--- config.mk ---
export PLATFORM = sky130hd
export DESIGN_NAME = audio_interp
export DESIGN_NICKNAME = d
export VERILOG_FILES = /design/src/rtl/audio_pkg.sv /design/src/rtl/audio_interp_ramp.sv /design/src/rtl/audio_interp.sv
export SDC_FILE = /design/constraint.sdc
export NUM_CORES = 1
export LEC_CHECK = 0
export ABC_AREA = 0
export CORE_MARGIN = 2
export CORE_UTILIZATION = 53
export CTS_CLUSTER_SIZE = 40
export DETAILED_ROUTE_END_ITERATION = 7
export GPL_TIMING_DRIVEN = 0
export MAX_ROUTING_LAYER = met4
export PLACE_DENSITY_LB_ADDON = 0.1
export SYNTH_ARGS = -nofsm -noshare
export SYNTH_HDL_FRONTEND = slang
export SYNTH_SLANG_ARGS = --single-unit
--- constraint.sdc ---
create_clock -name clk -period 2 [get_ports clk]
set_clock_uncertainty 0.2 [all_clocks]
set_input_delay 0.3 -clock clk [delete_from_list [all_inputs] [get_ports clk]]
set_output_delay 0.3 -clock clk [all_outputs]
set_load 0.05 [all_outputs]
--- src/rtl/audio_pkg.sv ---
// Shared types and defaults for the audio interpolator.
package audio_pkg;

  typedef enum logic {IDLE, RAMP} state_t;

  localparam int RAMP_LOG2_DEFAULT = 8;

endpackage

--- src/rtl/audio_interp_ramp.sv ---
// Ramp arithmetic: step/accumulator; value is combinational and registered by the parent.
// Linear ramp with AUDIO_INTERP_LINEAR_EN defined, zero-order hold otherwise; load overrides advance.
module audio_interp_ramp #(
  parameter int audio_bits = 16,
  parameter int ramp_log2  = 8
) (
  input  logic                  clk,
  input  logic                  reset,
  input  logic                  load,
  input  logic                  advance,
  input  logic [audio_bits-1:0] target_in,
  output logic [audio_bits-1:0] value
);

  localparam int AW = audio_bits + ramp_log2 + 1;

  logic [AW-1:0]         acc;
  logic [AW-1:0]         acc_nxt;
  logic [audio_bits:0]   step;
  logic [audio_bits-1:0] target;

  assign acc_nxt = acc + {{ramp_log2{step[audio_bits]}}, step};

`ifdef AUDIO_INTERP_LINEAR_EN
  // acc holds start*(2^R-k) + target*k, so dropping R low bits is the floor division.
  assign value = acc_nxt[ramp_log2 +: audio_bits];
`else
  assign value = target;
`endif

  always_ff @(posedge clk) begin
    if (reset) begin
      acc    <= '0;
      step   <= '0;
      target <= '0;
    end else if (load) begin
      // The new ramp starts from the previous target, which is what d already shows.
      target <= target_in;
      step   <= {target_in[audio_bits-1], target_in} - {target[audio_bits-1], target};
      acc    <= {target[audio_bits-1], target, {ramp_log2{1'b0}}};
    end else if (advance) begin
      acc <= acc_nxt;
    end
  end

endmodule

--- src/rtl/audio_interp.sv ---
// Sample-rate interpolator: one pending sample, each ramp lasts 2^ramp_log2 cycles; first value 2 cycles after accept.
// in_ready drops while the pending slot is full; optional linear ramp via AUDIO_INTERP_LINEAR_EN.
module audio_interp
  import audio_pkg::*;
#(
  parameter int audio_bits = 16,
  parameter int ramp_log2  = RAMP_LOG2_DEFAULT
) (
  input  logic                  clk,
  input  logic                  reset,
  input  logic [audio_bits-1:0] in_sample,
  input  logic                  in_valid,
  output logic                  in_ready,
  output logic [audio_bits-1:0] d,
  output logic                  underrun
);

  localparam logic [ramp_log2:0] K_ONE  = (ramp_log2 + 1)'(1);
  localparam logic [ramp_log2:0] K_LAST = K_ONE << ramp_log2;

  state_t                state;
  logic [ramp_log2:0]    k;
  logic                  pend_vld;
  logic [audio_bits-1:0] pend_dat;
  logic                  fire;
  logic                  last;
  logic                  consume;
  logic                  pend_nxt;
  logic [audio_bits-1:0] ramp_val;

  always_comb begin
    fire     = in_valid & in_ready;
    last     = (state == RAMP) && (k == K_LAST);
    consume  = pend_vld && ((state == IDLE) || last);
    // fire needs an empty slot and consume a full one, so they never coincide.
    pend_nxt = fire | (pend_vld & ~consume);
  end

  audio_interp_ramp #(
    .audio_bits(audio_bits),
    .ramp_log2 (ramp_log2)
  ) u_ramp (
    .clk      (clk),
    .reset    (reset),
    .load     (consume),
    .advance  (state == RAMP),
    .target_in(pend_dat),
    .value    (ramp_val)
  );

  always_ff @(posedge clk) begin
    if (reset) begin
      state    <= IDLE;
      k        <= '0;
      pend_vld <= 1'b0;
      pend_dat <= '0;
      in_ready <= 1'b1;
      d        <= '0;
      underrun <= 1'b0;
    end else begin
      pend_vld <= pend_nxt;
      in_ready <= ~pend_nxt;
      if (fire) pend_dat <= in_sample;
      underrun <= last & ~pend_vld;
      if (state == RAMP) d <= ramp_val;
      case (state)
        IDLE: begin
          if (pend_vld) begin
            state <= RAMP;
            k     <= K_ONE;
          end
        end
        RAMP: begin
          if (last) begin
            if (pend_vld) k <= K_ONE;
            else          state <= IDLE;
          end else begin
            k <= k + K_ONE;
          end
        end
        default: state <= IDLE;
      endcase
    end
  end

endmodule
Yosys cells after proc, flatten, opt, wreduce, memory -nomap -nowiden --
Index checks and enable logic that the tools add are counted. Widths: inputs -> output; s select.
Storage, ports and cells: bits in registers 61
Operators by class: bitwise logic cells 8, add/sub/neg operators 1, reductions and logical operators 3, eq/ne operators 1, multiplexer cells 6
Operator list (number):
- $mux 9 | 2
- $pmux 9 s2 | 1
- $add 9x1->9 const B | 1
- $eq 9x9->1 const B | 1
- $not 1->1 | 4
- $and 1x1->1 | 3
- $logic_and 1x1->1 | 2
- $mux 1 | 2
- $pmux 1 s2 | 1
- $logic_or 1x1->1 | 1
- $or 1x1->1 | 1

Longest topological paths before layout --
word-level depth 8, gate-level depth with buffers 8, depth with buffers taken out 6

By module --
From an unflattened synthesis, not the netlist that was laid out.
Unflattened totals: cells, all modules 248, area total of the unflattened synthesis 2336.0 µm²
By module, submodules not included:
- audio_interp | times used 1, area each 1755.4 µm², cells an instance 196, sequential area each 900.9 µm²
- audio_interp_ramp | times used 1, area each 580.6 µm², cells an instance 52, sequential area each 320.3 µm²

Worst setup path before layout --
OpenSTA, ideal clock, no wires.
kind register to register, start point register k[0], end point register k[8], library setup time 122 ps, setup slack 161 ps, arrival 1517 ps, clock period less this slack 1839 ps, stages on the path, launching flop included 8, path through dfxtp_1 > inv_1 > ha_1 > nor4bb_1 > a21boi_1 > buf_4 > nor2_1 > a311o_1
On the way: word-level cells in the longest chain between the ends 4, elaborated cells on any way between the ends 5, classes of those cells add/sub: 1; eq/ne: 1; mux: 2; reduce/logical: 1
RTL lines:
- from (decl) | RTL line audio_interp.sv:22 | logic [ramp_log2:0] k;
- from (signal assigned) | RTL line audio_interp.sv:78 | k <= k + K_ONE;
- branches (longest 2 deep; another with $add 9x1->9)
- $mux 9 (*) | RTL line audio_interp.sv:74 | if (last) begin
- $pmux 9 s2 (*) | RTL line audio_interp.sv:66 | case (state)
Every way passes the cells marked *. A chain may end at the register's enable or synchronous reset.

Worst setup path in the final report --
start point register d[2], end point output d[2]
RTL lines:
- from (decl) | RTL line audio_interp.sv:14 | output logic [audio_bits-1:0] d,
- from (signal assigned) | RTL line audio_interp.sv:65 | if (state == RAMP) d <= ramp_val;
No word-level cell between the ends.

==> reports/results.ini <==
[status]
outcome=finished, final reports clean

[placement]
hpwlAfterDp_um=3460
routabilityCongestion=0.876
numPortBuffers=36
placed_area_um2=2870

[yosys]
synthCells=269
ys_seq_elements=61
async_flop_share=0
mappedNetlistArea_um2=2440
syn_nets=290
synth-edff-count=0
synth_warnings=0
synth.avg_cell_area_um2=9.09
synth_ff_type=dfxtp_1
ys_seq_area_frac=0.499
synth_cell_types=38

[grt]
grt_max_degree=11
grtUsageMet2=0.333
grt-ovfl-total=0
use_met3=0.0542
grt_first_pass_wirelength_um=8690
top_usage_layer=met2
grt_util_met1=0.309
grt_pass1_vias=1789
antenna_found_initial=0
grt_usage=0.230

[clock_network]
cts_hold_buf=0
clock_path_buffers=2
clkSinkCount=61
clkTransAtPathRegs_ns=0.06
cts_max_level=3
cts_tree=yes
cts_made_buffers=9
clock_latency_ns=0.33
root_buffer=clkbuf_8

[sta]
finalHoldViolCount=0
tns_ns=0
fin_crit_sh=0.979
rsz0062_at_grt=true
post-route-min-period_ns=1.96
worst_slew_pin_slew_ns=0.509
timing.slew.headroom=0.661
final_max_slew_viol_count=0
fmax_mhz=511
setup_violations=0

[critical_path]
crit_fanout=2
start_kind=register
cp.required_ns=1.50
critPathMaxStageDelay_ns=0.80
cp.arrival_ns=1.46
cp_slowest_cell=clkdlybuf4s50_1
endpoint_kind=primary output
crit_family=buffers and inverters
path_cells=clkdlybuf4s50_1
crit_buf_inv=1
crit_type=reg -> out

[flow_run]
max_cap_violations=0

[power_and_ir_drop]
ir_drop_uv=699
leakagePower_nw=1.37
power_density_nw_per_um2=831

[drt]
wire_per_inst_um=13.9
dr.pass1.iters=4
drt_iter0_markers=89
postRouteWirelength_um=5200
viasPerCell=5.43
drcViolationCount=0
final_antenna_net_count=0
vias=2030

[final_layout]
final_area_um2=3150
num_antenna_cells=0
syn_to_final_growth_pct=29.0
drive_above_1_share=0.137
final_nets=339

[floorplan]
start_util=0.554
io_pins=37
die_area_um2=5170
die_y_um=71.9
fp.coreArea_um2=4410
rows=24
die_w_um=71.9

[min_path]
worstHoldPathType=reg -> reg

[per-stage QoR]
stage / worst slack, ns / total power, mW / hold slack (ns) / util / cells
floorplan: 0.161 / 1.45 / 0.233 / - / 269
global placement: -0.0506 / 1.54 / 0.242 / 0.650 / 357
detailed placement: -0.0924 / 1.54 / 0.246 / 0.650 / 357
CTS: -0.00773 / 2.63 / 0.255 / 0.700 / 374
global route: -0.00911 / 2.71 / 0.268 / 0.715 / 374
finish: 0.0420 / 2.62 / 0.256 / 0.715 / 374
[final timing paths]
| check | slack, ns | startpoint | to | cells past startpoint |
|---|---|---|---|---|
| max | 0.04 | d[2] | d[2] | 1 |
| min | 0.26 | pend_dat[0] | pend_dat[0] | 2 |
| max reg2reg | 0.09 | k[5] | u_ramp.value[10] | 6 |
| min reg2reg | 0.26 | pend_dat[0] | pend_dat[0] | 2 |
[placed cells by master, fill, tap and decap left out, drive strengths merged, types with 3 or more instances in the layout]
cell type       n
inv             5
nand2          38
dlymetal6s2s   10
a21oi          36
clkdlybuf4s50  24
and4            3
mux2i          16
buf             7
a211o           4
clkbuf         23
nor3            4
dfxtp          61
a21o            3
nand3          20
and3            4
o21ai          20
nor2           18
[cells by family (layout without fill, tap and decap cells)]
logic type,count (synthesis),in the layout,synth area share
buffers and inverters,24,77,0.0732
AND/OR/NAND/NOR,100,100,0.199
adder cells (fa/ha/maj),2,2,0.0102
multiplexers,16,16,0.0655
AO/OA/AOI/OAI,66,66,0.153
flip-flops,61,61,0.499
[report_power, final]
part	total (mW)	internal, mW	switching [mW]
Sequential	1.27	1.25	0.0194
Clock	1.10	0.632	0.464
Combinational	0.255	0.113	0.142
[repair_timing]
action,in CTS,in global routing
pin swaps,1,1
endpoints found under the setup margin,3,36
gates resized for setup,3,28
buffers inserted,2,0
[sequential cells by signal, summed over array words and instances, names as in the netlist]
name and count:
k 9, d 16, pend_vld 1, underrun 1
u_ramp.value 16, pend_dat 16, state 1, in_ready 1
[synthesized netlist by cell type (2+ instances only)]
master,n,share of area
clkbuf_2,2,0.0041
inv_1,5,0.0077
clkbuf_1,6,0.0092
nand3_1,20,0.041
o21ai_0,18,0.037
clkbuf_8,4,0.023
mux2i_1,16,0.066
a21o_1,3,0.0092
and3_1,3,0.0077
nand2_1,38,0.058
dfxtp_1,61,0.50
a21oi_1,36,0.074
buf_6,2,0.0092
ha_1,2,0.010
nor4_1,2,0.0051
nor3b_1,2,0.0061
and4_1,3,0.011
nor2b_1,2,0.0051
o21ai_2,2,0.0072
nor3_1,4,0.0082
nor2_1,18,0.028
dlygate4sd1_1,2,0.0072
a211o_1,3,0.011
[routing by layer]
| layer | vias to the layer above | part of all wire |
|---|---|---|
| met1 | 931 | 0.47 |
| met2 | 50 | 0.47 |
| li1 | 1040 | - |
| met5 | - | 0 |
| met4 | 0 | 0.019 |
| met3 | 9 | 0.044 |
[final cells by class]
class                           instances  area, um2
Multi-Input combinational cell        184       1090
Clock inverter                          4       47.5
Tap cell                               52       65.1
Inverter                                5       18.8
Buffer                                 19        163
Fill cell                             355       1260
Clock buffer                           11        151
Sequential cell                        61       1220
Timing Repair Buffer                   38        398
Note: power is estimated with default switching activity, not from simulation.
